<file path="src/rtl/fifo_pkg.sv">
// rtl/fifo_pkg.sv - shared sizing helpers, default thresholds and parameter checks for FIFO variants
package fifo_pkg;

  localparam int DEFAULT_AEMPTY_THRESH = 2;

  function automatic int default_afull_thresh(input int depth);
    return depth - 2;
  endfunction

  function automatic int ptr_width(input int depth);
    return (depth < 2) ? 1 : $clog2(depth);
  endfunction

  function automatic int cnt_width(input int depth);
    return $clog2(depth + 1);
  endfunction

  function automatic bit fifo_params_ok(input int depth, input int afull, input int aempty);
    return (depth >= 2) && ((depth & (depth - 1)) == 0) &&
           (afull >= 1) && (afull <= depth) &&
           (aempty >= 0) && (aempty <= depth - 1);
  endfunction

endpackage

</file>
<file path="src/rtl/sync_fifo_prog_if.sv">
// rtl/sync_fifo_prog_if.sv - producer/consumer bus of sync_fifo_prog
interface sync_fifo_prog_if
  import fifo_pkg::*;
#(
  parameter int DATA_WIDTH = 8,
  parameter int DEPTH      = 16
);
  localparam int CW = cnt_width(DEPTH);

  logic                  wr_en;
  logic [DATA_WIDTH-1:0] data_in;
  logic                  rd_en;
  logic                  clr_err;
  logic [DATA_WIDTH-1:0] data_out;
  logic                  rd_valid;
  logic                  full;
  logic                  empty;
  logic                  almost_full;
  logic                  almost_empty;
  logic [CW-1:0]         count;
  logic                  overflow;
  logic                  underflow;

  modport master (
    output wr_en, data_in, rd_en, clr_err,
    input  data_out, rd_valid, full, empty, almost_full, almost_empty,
           count, overflow, underflow
  );

  modport slave (
    input  wr_en, data_in, rd_en, clr_err,
    output data_out, rd_valid, full, empty, almost_full, almost_empty,
           count, overflow, underflow
  );
endinterface

</file>
<file path="src/rtl/fifo_mem.sv">
// rtl/fifo_mem.sv - simple dual-port register array, synchronous write, asynchronous read
module fifo_mem #(
  parameter int DATA_WIDTH = 8,
  parameter int DEPTH      = 16,
  parameter int AW         = 4
) (
  input  logic                  clk,
  input  logic                  we,
  input  logic [AW-1:0]         waddr,
  input  logic [DATA_WIDTH-1:0] wdata,
  input  logic [AW-1:0]         raddr,
  output logic [DATA_WIDTH-1:0] rdata
);
  logic [DATA_WIDTH-1:0] mem [DEPTH];

  always_ff @(posedge clk) begin
    if (we) mem[waddr] <= wdata;
  end

  assign rdata = mem[raddr];
endmodule

</file>
<file path="src/rtl/sync_fifo_prog.sv">
// rtl/sync_fifo_prog.sv - single-clock FIFO with programmable thresholds and sticky errors; SYNC_FIFO_FWFT_EN selects first-word-fall-through reads
module sync_fifo_prog
  import fifo_pkg::*;
#(
  parameter int DATA_WIDTH    = 8,
  parameter int DEPTH         = 16,
  parameter int AFULL_THRESH  = default_afull_thresh(DEPTH),
  parameter int AEMPTY_THRESH = DEFAULT_AEMPTY_THRESH
) (
  input logic             clk,
  input logic             rst,
  sync_fifo_prog_if.slave bus
);
  localparam int AW = ptr_width(DEPTH);
  localparam int CW = cnt_width(DEPTH);
  localparam logic [CW-1:0] FULL_CNT = CW'(DEPTH);
  localparam logic [CW-1:0] AF_CNT   = CW'(AFULL_THRESH);
  localparam logic [CW-1:0] AE_CNT   = CW'(AEMPTY_THRESH);

  if (!fifo_params_ok(DEPTH, AFULL_THRESH, AEMPTY_THRESH)) begin : g_param_check
    $fatal(1, "sync_fifo_prog: illegal DEPTH or threshold parameters");
  end

  logic [AW-1:0]         wr_ptr, rd_ptr;
  logic [CW-1:0]         count_q, count_nxt;
  logic                  full_q, empty_q, afull_q, aempty_q;
  logic                  ovf_q, udf_q;
  logic                  wr_acc, rd_acc;
  logic [DATA_WIDTH-1:0] rd_data;

  assign wr_acc = bus.wr_en && !full_q;
  assign rd_acc = bus.rd_en && !empty_q;

  always_comb begin
    count_nxt = count_q;
    if (wr_acc && !rd_acc)      count_nxt = count_q + CW'(1);
    else if (rd_acc && !wr_acc) count_nxt = count_q - CW'(1);
  end

  // Flags are derived from count_nxt so they line up with count every cycle.
  always_ff @(posedge clk or posedge rst) begin
    if (rst) begin
      wr_ptr   <= '0;
      rd_ptr   <= '0;
      count_q  <= '0;
      full_q   <= 1'b0;
      empty_q  <= 1'b1;
      afull_q  <= 1'b0;
      aempty_q <= 1'b1;
      ovf_q    <= 1'b0;
      udf_q    <= 1'b0;
    end else begin
      if (wr_acc) wr_ptr <= wr_ptr + AW'(1);
      if (rd_acc) rd_ptr <= rd_ptr + AW'(1);
      count_q  <= count_nxt;
      full_q   <= (count_nxt == FULL_CNT);
      empty_q  <= (count_nxt == '0);
      afull_q  <= (count_nxt >= AF_CNT);
      aempty_q <= (count_nxt <= AE_CNT);
      ovf_q    <= (bus.wr_en && full_q) || (ovf_q && !bus.clr_err);
      udf_q    <= (bus.rd_en && empty_q) || (udf_q && !bus.clr_err);
    end
  end

  fifo_mem #(
    .DATA_WIDTH (DATA_WIDTH),
    .DEPTH      (DEPTH),
    .AW         (AW)
  ) u_mem (
    .clk   (clk),
    .we    (wr_acc),
    .waddr (wr_ptr),
    .wdata (bus.data_in),
    .raddr (rd_ptr),
    .rdata (rd_data)
  );

`ifdef SYNC_FIFO_FWFT_EN
  assign bus.data_out = rd_data;
  assign bus.rd_valid = !empty_q;
`else
  logic [DATA_WIDTH-1:0] dout_q;
  logic                  rvalid_q;

  always_ff @(posedge clk or posedge rst) begin
    if (rst) begin
      dout_q   <= '0;
      rvalid_q <= 1'b0;
    end else begin
      rvalid_q <= rd_acc;
      if (rd_acc) dout_q <= rd_data;
    end
  end

  assign bus.data_out = dout_q;
  assign bus.rd_valid = rvalid_q;
`endif

  assign bus.count        = count_q;
  assign bus.full         = full_q;
  assign bus.empty        = empty_q;
  assign bus.almost_full  = afull_q;
  assign bus.almost_empty = aempty_q;
  assign bus.overflow     = ovf_q;
  assign bus.underflow    = udf_q;
endmodule

</file>
<file path="src/flat_wrapper.sv">
// flat-port wrapper written by rule: the top's interface ports become plain ports
module sync_fifo_prog_flat import fifo_pkg::*;
#(
  parameter int DATA_WIDTH    = 8,
  parameter int DEPTH         = 16,
  parameter int AFULL_THRESH  = default_afull_thresh(DEPTH),
  parameter int AEMPTY_THRESH = DEFAULT_AEMPTY_THRESH
)
  (clk, rst, bus_wr_en, bus_data_in, bus_rd_en, bus_clr_err, bus_data_out, bus_rd_valid, bus_full, bus_empty, bus_almost_full, bus_almost_empty, bus_count, bus_overflow, bus_underflow);
  sync_fifo_prog_if #(.DATA_WIDTH(DATA_WIDTH), .DEPTH(DEPTH)) bus_i ();
  input logic clk;
  input logic rst;
  input wire logic [$bits(bus_i.wr_en)-1:0] bus_wr_en;
  input wire logic [$bits(bus_i.data_in)-1:0] bus_data_in;
  input wire logic [$bits(bus_i.rd_en)-1:0] bus_rd_en;
  input wire logic [$bits(bus_i.clr_err)-1:0] bus_clr_err;
  output wire logic [$bits(bus_i.data_out)-1:0] bus_data_out;
  output wire logic [$bits(bus_i.rd_valid)-1:0] bus_rd_valid;
  output wire logic [$bits(bus_i.full)-1:0] bus_full;
  output wire logic [$bits(bus_i.empty)-1:0] bus_empty;
  output wire logic [$bits(bus_i.almost_full)-1:0] bus_almost_full;
  output wire logic [$bits(bus_i.almost_empty)-1:0] bus_almost_empty;
  output wire logic [$bits(bus_i.count)-1:0] bus_count;
  output wire logic [$bits(bus_i.overflow)-1:0] bus_overflow;
  output wire logic [$bits(bus_i.underflow)-1:0] bus_underflow;
  assign bus_i.wr_en = bus_wr_en;
  assign bus_i.data_in = bus_data_in;
  assign bus_i.rd_en = bus_rd_en;
  assign bus_i.clr_err = bus_clr_err;
  assign bus_data_out = bus_i.data_out;
  assign bus_rd_valid = bus_i.rd_valid;
  assign bus_full = bus_i.full;
  assign bus_empty = bus_i.empty;
  assign bus_almost_full = bus_i.almost_full;
  assign bus_almost_empty = bus_i.almost_empty;
  assign bus_count = bus_i.count;
  assign bus_overflow = bus_i.overflow;
  assign bus_underflow = bus_i.underflow;
  sync_fifo_prog #(.DATA_WIDTH(DATA_WIDTH), .DEPTH(DEPTH), .AFULL_THRESH(AFULL_THRESH), .AEMPTY_THRESH(AEMPTY_THRESH)) u_core (.clk(clk), .rst(rst), .bus(bus_i));
endmodule
</file>
<file path="config.mk">
export PLATFORM = sky130hd
export DESIGN_NAME = sync_fifo_prog_flat
export DESIGN_NICKNAME = d
export VERILOG_FILES = /design/src/rtl/fifo_pkg.sv /design/src/rtl/sync_fifo_prog_if.sv /design/src/rtl/fifo_mem.sv /design/src/rtl/sync_fifo_prog.sv /design/src/flat_wrapper.sv
export SDC_FILE = /design/constraint.sdc
export NUM_CORES = 1
export LEC_CHECK = 0
export ABC_CLOCK_PERIOD_IN_PS = 5400
export CAP_MARGIN = 30
export CELL_PAD_IN_SITES_DETAIL_PLACEMENT = 0
export CELL_PAD_IN_SITES_GLOBAL_PLACEMENT = 1
export CORE_ASPECT_RATIO = 0.5
export CORE_UTILIZATION = 50
export DETAILED_ROUTE_END_ITERATION = 8
export PLACE_DENSITY = 0.85
export SLEW_MARGIN = 40
export SYNTH_ARGS = -nofsm -noshare
export SYNTH_HDL_FRONTEND = slang
export SYNTH_SLANG_ARGS = --single-unit
</file>
<file path="constraint.sdc">
create_clock -name clk -period 5.4 [get_ports clk]
set_input_delay 1.35 -clock clk [delete_from_list [all_inputs] [get_ports clk]]
set_output_delay 1.35 -clock clk [all_outputs]
set_load 0.01 [all_outputs]
</file>
Yosys cells after proc, flatten, opt, wreduce, memory -nomap -nowiden --
Memories as Yosys holds them, arrays and structs flattened. A register that Yosys moved wholly into a read port is not among the register bits. Cells that the tools add are included.
Cells by class: $add $sub $neg 4, order comparisons 2, equality and inequality tests 1, multiplexer cells 4, reduce and logical (&&, ||, !) cells 16
Operators by type and width (number):
- two-way mux 5 bit | 2
- adder 4 x 1 -> 4 bit, second input constant | 2
- logical AND 1 bit | 8
- adder 5 x 1 -> 5 bit, second input constant | 1
- equality test 5 bit, second input constant | 1
- greater-or-equal comparator 5 x 4 -> 1 bit, second input constant | 1
- less-or-equal comparator 5 x 2 -> 1 bit, second input constant | 1
- logical NOT 1 bit | 5
- logical NOT 5 bit | 1
- subtractor 5 x 1 -> 5 bit, second input constant | 1
- logical OR 1 bit | 2
- two-way mux 1 bit | 2
Word-level totals: bits in registers 20, RAM bits 128, logic and storage cells 38, memories 1
Memories:
- u_core.u_mem.mem | words 16, bits a word 8, read ports 1, clocked after Yosys merged registers in 1, write ports 1, line fifo_mem.sv:14 | logic [DATA_WIDTH-1:0] mem [DEPTH];

Depth between registers and ports, before layout --
Gate-level depths: netlist of the first run.
depth in word-level cells 7, mapped depth 7

Hierarchy --
A second synthesis of the first run with hierarchy kept.
Unflattened totals: cell total of the unflattened synthesis 339, area, all modules 6274.8 sq um
Modules (own cells, without submodules):
- fifo_mem | instances 1, cells an instance 221, area an instance 4987.3 sq um, sequential area each 3843.7 sq um
- sync_fifo_prog | instances 1, cells an instance 118, area an instance 1287.5 sq um, sequential area each 703.2 sq um

Worst setup path before layout of the first run --
No wires, ideal clock.
kind input to register, start input port bus_wr_en, end memory u_core.u_mem.mem[3][0] (enable), data arrival time 2.350 ns, slack 2.667 ns, stages on the path 4, cell sequence and2b_1 > buf_6 > nand2_1 > nor3_1
On the way: cells in the longest elaborated chain, start to end 3
Ends and longest elaborated chain:
- start: declaration | line flat_wrapper.sv:13 | input wire logic [$bits(bus_i.wr_en)-1:0] bus_wr_en;
- logical AND 1 bit | line sync_fifo_prog.sv:31 | assign wr_acc = bus.wr_en && !full_q;
- two-way mux 1 bit | line fifo_mem.sv:17 | if (we) mem[waddr] <= wdata;
- two-way mux 1 bit (implied by the code) | line fifo_mem.sv:17
- end: declaration | line fifo_mem.sv:14
Every way passes these cells.

Worst setup path after layout of the first run --
start input port bus_wr_en, end memory u_core.u_mem.mem[7][1] (enable)
The elaborated chain is that of the path after synthesis.

==> results of run 1 <==
-- placed cells by master (no fill, tap or decap), types with 8 or more instances in the layout --
cell             Yosys  routed
dfrtp_1             26      24
edfxtp_1           128     128
nand3_1             14      14
nand2_1             19      19
mux2i_1             51      51
nor2b_1             10      10
a21oi_1              8       8
clkbuf_16            0      17
nor2_1              19      19
clkdlybuf4s50_1      0      32
a22oi_1             21      21
-- critical path, cell delays in order --
cell and delay, ns:
clkdlybuf4s50_1 0.49, and2b_1 0.48, nand2_1 0.33, nor2_1 0.64
-- final cells by class --
type,count,area share
inverters,8,0.00404
multi-input cells,212,0.228
repair buffers,35,0.0462
flip-flops and latches,156,0.613
clock buffers,19,0.0583
well taps,165,0.0278
clock inverters,13,0.0233
-- power groups by stage --
| stage | Combinational, W | Sequential [W] | Clock [W] |
|---|---|---|---|
| floorplan | 0.000845 | 0.00164 | 0 |
| global placement | 0.00118 | 0.00168 | 0 |
| detailed placement | 0.00121 | 0.00168 | 0 |
| CTS | 0.00123 | 0.00166 | 0.00125 |
| global route | 0.00132 | 0.00168 | 0.00129 |
| finish | 0.00123 | 0.00166 | 0.00123 |
-- registers in the layout (all words and copies together), names as in the netlist, 4 cells and up --
name	flops
u_core.wr_ptr	4
u_core.u_mem.mem	128
u_core.bus.data_out	8
u_core.rd_ptr	4
u_core.bus.count	5
-- metal layers --
layer  vias up  share of wire  GRT usage
li1       1591              -          -
met1      1790           0.45      0.291
met2       164           0.45      0.327
met3        28          0.082     0.0576
met4         0          0.023      0.112
met5         -              0          0
-- cells by family after synthesis --
group                      synth area share
DFF                                   0.716
and+or+nand+nor                      0.0752
muxes                                0.0963
AOI/OAI and AO/OA                    0.0605
buffers and inverters                0.0211
xor gates and xnor gates             0.0173
adders and majority gates            0.0138
-- Yosys cell counts (all sizes together) (8+ instances only) --
cell / instances / share of area
nand3: 14 / 0.011
clkbuf: 8 / 0.0047
nor2b: 10 / 0.0098
dfrtp: 26 / 0.10
xnor2: 10 / 0.017
nand2: 19 / 0.011
nor2: 21 / 0.016
buf: 13 / 0.012
mux2i: 51 / 0.080
a22oi: 23 / 0.029
inv: 8 / 0.0047
a21oi: 8 / 0.0063
edfxtp: 128 / 0.61
-- per-stage QoR --
stage               instances   util  worst slack [ns]  power (W)  area [µm²]
floorplan                 397      -              2.67    0.00248        6350
finish                    608  0.614              2.15    0.00412        7430
global placement          576  0.563              1.64    0.00286        6800
CTS                       608  0.614              2.19    0.00413        7430
detailed placement        576  0.564              1.79    0.00289        6820
global route              608  0.614              2.03    0.00429        7430
-- worst paths after layout --
check,start,endpoint,slack (ns),cells after the start
min in group asynchronous,rst,u_core.bus.underflow,1.30,3
max,bus_wr_en,u_core.u_mem.mem[7][1],2.15,4
min reg2reg,u_core.bus.data_out[4],u_core.bus.data_out[4],0.48,2
min,u_core.bus.data_out[4],u_core.bus.data_out[4],0.48,2
max reg2reg,u_core.bus.full,u_core.u_mem.mem[7][1],3.11,3
max in group asynchronous,rst,u_core.bus.almost_empty,3.77,3
==> metrics, run 1 <==
Avg Inst Size Synth=16.0 µm²; Comb power frac=0.299; Switch Pwr=0.00133 W; post-route ant nets=0; GRT Total Usage=0.216; final hold violations=0; CORE AREA=12100 µm²; fmax=0.308 GHz; tightest hold margin=0.479 ns; Resized Gates After CTS=0; WS Path Type=primary input to flip-flop; DRC viols=0; total number of vias=3573; status=finished, final reports clean; largest net degree at the start of global routing=46; count of pins over their slew limit=0; Period minus WS final=3.25 ns; Die H=81.7 µm; Synth Cell Area=6350 µm²; switching part of the total=0.323; Pre-Repair DR Iteration Count=5; PwrDens=555 nW/µm²; EDFF count, synth=128; YS warnings=0; Ant. Diodes=0; GR Overflow Total=0; vias in the first global route=3445; Clock Tree Root=clkbuf_16; share of cells above drive strength 1=0.135; Primary FF master, synth=edfxtp_1; # setup viols final=0; worst hold path class=flip-flop to flip-flop; number of I/O pins=33; leak pwr=2.61 nW; H-tree Lvls=4; Via density=5.88; clock-pin slew on the worst setup and hold paths=0.06 ns; Slew @ Worst Pin=0.802 ns; register area share after synthesis=0.716; Final Cycle Share=0.602; Initial Util=0.526; initial antenna violation count=0; syn_nets=417; Critical Path RT=5.45 ns; clock buffer count from CTS=17; setup TNS=0 ns; Die Width=161 µm; placed wire-length estimate=8200 µm; Async SR Flop Fraction=0.179; DR iter-0 viols=375; multi-input logic area=1690 µm²; # Post-CTS Setup Buffers=0; Crit Path Max Fanout=10; Startpoint Class=primary input; Mapped Cells=397; Seq cells post-synth=156; RePlAce Congestion=0.765; layout filler cell count=852; WL per Instance=21.7 µm; nets=450; clock buffer depth=2; DIE AREA=13200 µm²; port bufs=32; synth unique cells=43; CTS tree=done; CTS Hold Bufs=0; Crit path arrival time=3.31 ns; FP Rows=28; clk_lat worst skew=0.42 ns; Worst setup EP type=flip-flop; Routed WL=13200 µm; Clock power frac=0.298; global-route wire length before repair=19700 µm; RSZ-0062 raised after global routing=false; Int Pwr=0.00279 W; Area Growth Syn to Fin=16.9%; clock sink total=156; Flop pwr share=0.403; Max-Cap Viols=0; Clock Skews=0.00736 ns; Worst VDD drop=0.332 mV; Seq. cell area=4550 µm²; Slew headroom=0.464
Power figures use the tool's default switching activity.
==> run 2: changes to the inputs <==
Settings changed: ABC_CLOCK_PERIOD_IN_PS 5400 to 2800, CORE_UTILIZATION 50 to 46, PLACE_DENSITY 0.85 to 0.82.
Clock period 5.4 ns to 2.8 ns, I/O delays scaled along.
==> run 2 against run 1 <==
  * Count of clock-buffer cells in the layout up 1
  * Critical endpoint is now bus_count[0]
  * Sequential power up 100%
  * Non-clock buffer count up 22
  * Clock skew up 0.0022 ns
  * Critical path type is now flip-flop to output port
  * Combinational power up 87%
  * Via count up 0.95%
  * Critical path depth down 3
  * Final area up 1.1%
==> metrics, run 2 (synthesis gave the netlist of run 1 again) <==
DRC viols=0; Die H=85.1 µm; r2r worst-path depth=6; leak pwr=2.68 nW; Area Growth Syn to Fin=18.2%; # Post-CTS Setup Buffers=0; port bufs=32; count of pins over their slew limit=0; Die Width=168 µm; FP Rows=29; Hold Crit Start=u_core.bus.data_out[7]; WS Path Type=flip-flop to output port; DIE AREA=14300 µm²; global-route wire length before repair=20700 µm; final hold violations=0; setup TNS=0 ns; placed wire-length estimate=8540 µm; H-tree Lvls=4; most frequent cells in the layout=128 x edfxtp_1, 51 x mux2i_1, 32 x clkdlybuf4s50_1; Largest Register=u_core.u_mem.mem; GR Overflow Total=0; max reg flops=128; stages on the worst setup path=1; nets=472; clock-pin slew on the worst setup and hold paths=0.06 ns; placed instance count=603; Clock Skews=0.00960 ns; Final Cycle Share=0.785; CP max-delay cell=clkdlybuf4s50_1; WP buf/inv=1; Slew headroom=0.519; clock buffer count from CTS=17; Via density=5.68; worst reg2reg startpoint=u_core.rd_ptr[1]; Period minus WS final=2.20 ns; Largest stage delay, worst path=0.59 ns; RSZ-0062 raised after global routing=false; CTS tree=done; Clock Tree Root=clkbuf_16; reg2reg end=u_core.bus.data_out[0]; Finished Layout Cells=635; Crit path arrival time=1.50 ns; clock buffer depth=2; fmax=0.455 GHz; clock sink total=156; delay-heaviest family, CP=buffers and inverters; number of I/O pins=33; Crit Path Max Fanout=8; Max-Cap Viols=0; Startpoint Class=flip-flop; total number of vias=3607; Critical Path RT=2.10 ns; DR iter-0 viols=412; post-route ant nets=0; vias in the first global route=3604; # setup viols final=0; Resized Gates After CTS=0; Slew @ Worst Pin=0.720 ns; CTS Hold Bufs=0; RePlAce Congestion=0.782; CORE AREA=13100 µm²; Hold Path End=u_core.bus.data_out[7]; WL per Instance=20.9 µm; cell depth of the worst hold path=2; Worst VDD drop=0.515 mV; Routed WL=13300 µm; tightest hold margin=0.476 ns; share of cells above drive strength 1=0.163; status=finished, final reports clean; initial antenna violation count=0; Worst setup EP type=output port; PwrDens=1030 nW/µm²; largest net degree at the start of global routing=26; Cell Chain, Critical Path=clkdlybuf4s50_1; Pre-Repair DR Iteration Count=6; GRT Total Usage=0.203; clk_lat worst skew=0.42 ns; Ant. Diodes=0; Reg2Reg Setup Slack=0.77 ns; Initial Util=0.486; worst hold path class=flip-flop to flip-flop; commonest non-fill, non-tap cell in the layout=edfxtp_1
[run 2: cell count changes in the layout (fill, tap and decap cells not counted), sizes merged]
| cell | before | now |
|---|---|---|
| inv | 9 | 8 |
| clkinvlp | 2 | 4 |
| clkinv | 6 | 7 |
| buf | 3 | 25 |
| bufinv | 4 | 1 |
| clkbuf | 19 | 20 |
[run 2: layout make-up]
type / instances / area (µm²)
Clock buffer: 20 / 437
Tap cell: 170 / 213
Timing Repair Buffer: 57 / 508
Fill cell: 959 / 5550
Multi-Input combinational cell: 212 / 1670
Inverter: 8 / 30.0
Sequential cell: 156 / 4550
Clock inverter: 12 / 100
[run 2: how the worst max path moves through the flow]
stage,startpoint,endpoint,slack [ns]
2_1_floorplan,bus_wr_en,u_core.u_mem.mem[3][0],0.72
3_3_place_gp,bus_wr_en,u_core.u_mem.mem[3][2],0.30
3_5_place_dp,bus_wr_en,u_core.u_mem.mem[3][4],0.30
4_1_cts,u_core.bus.count[0],bus_count[0],0.58
5_1_grt,u_core.bus.count[1],bus_count[1],0.51
6_report,u_core.bus.count[0],bus_count[0],0.60
[run 2: worst reg2reg max path, delay by kind of cell (launching register included)]
family / cells / cell delay [ns]
buffers and inverters: 1 / 0.45
and+or+nand+nor: 3 / 0.39
AOI/OAI and AO/OA: 2 / 0.35
DFF: 1 / 0.72
[run 2: power by group]
| part | internal [W] | switching (W) | total, W | leakage (nW) |
|---|---|---|---|---|
| Combinational | 0.00105 | 0.00125 | 0.00230 | 0.937 |
| Clock | 0.00121 | 0.000886 | 0.00210 | 0.251 |
| Sequential | 0.00291 | 0.000409 | 0.00332 | 1.49 |
[run 2: per-layer routing]
metal | track usage | vias up | part of all wire | routed length (µm)
met4 | 0.0917 | 0 | 0.021 | 279
met5 | 0 | - | 0 | 0
met2 | 0.318 | 132 | 0.47 | 6230
met1 | 0.273 | 1828 | 0.45 | 6000
met3 | 0.0490 | 24 | 0.058 | 765
li1 | - | 1623 | - | -
[run 2: metrics by stage]
step | area [µm²] | setup WS [ns] | total power [W] | utilization
4_1_cts | 7510 | 0.583 | 0.00776 | 0.575
5_1_grt | 7510 | 0.513 | 0.00808 | 0.575
3_5_place_dp | 6970 | 0.304 | 0.00564 | 0.534
2_1_floorplan | 6350 | 0.717 | 0.00479 | -
6_report | 7510 | 0.603 | 0.00771 | 0.575
3_3_place_gp | 6970 | 0.297 | 0.00561 | 0.534
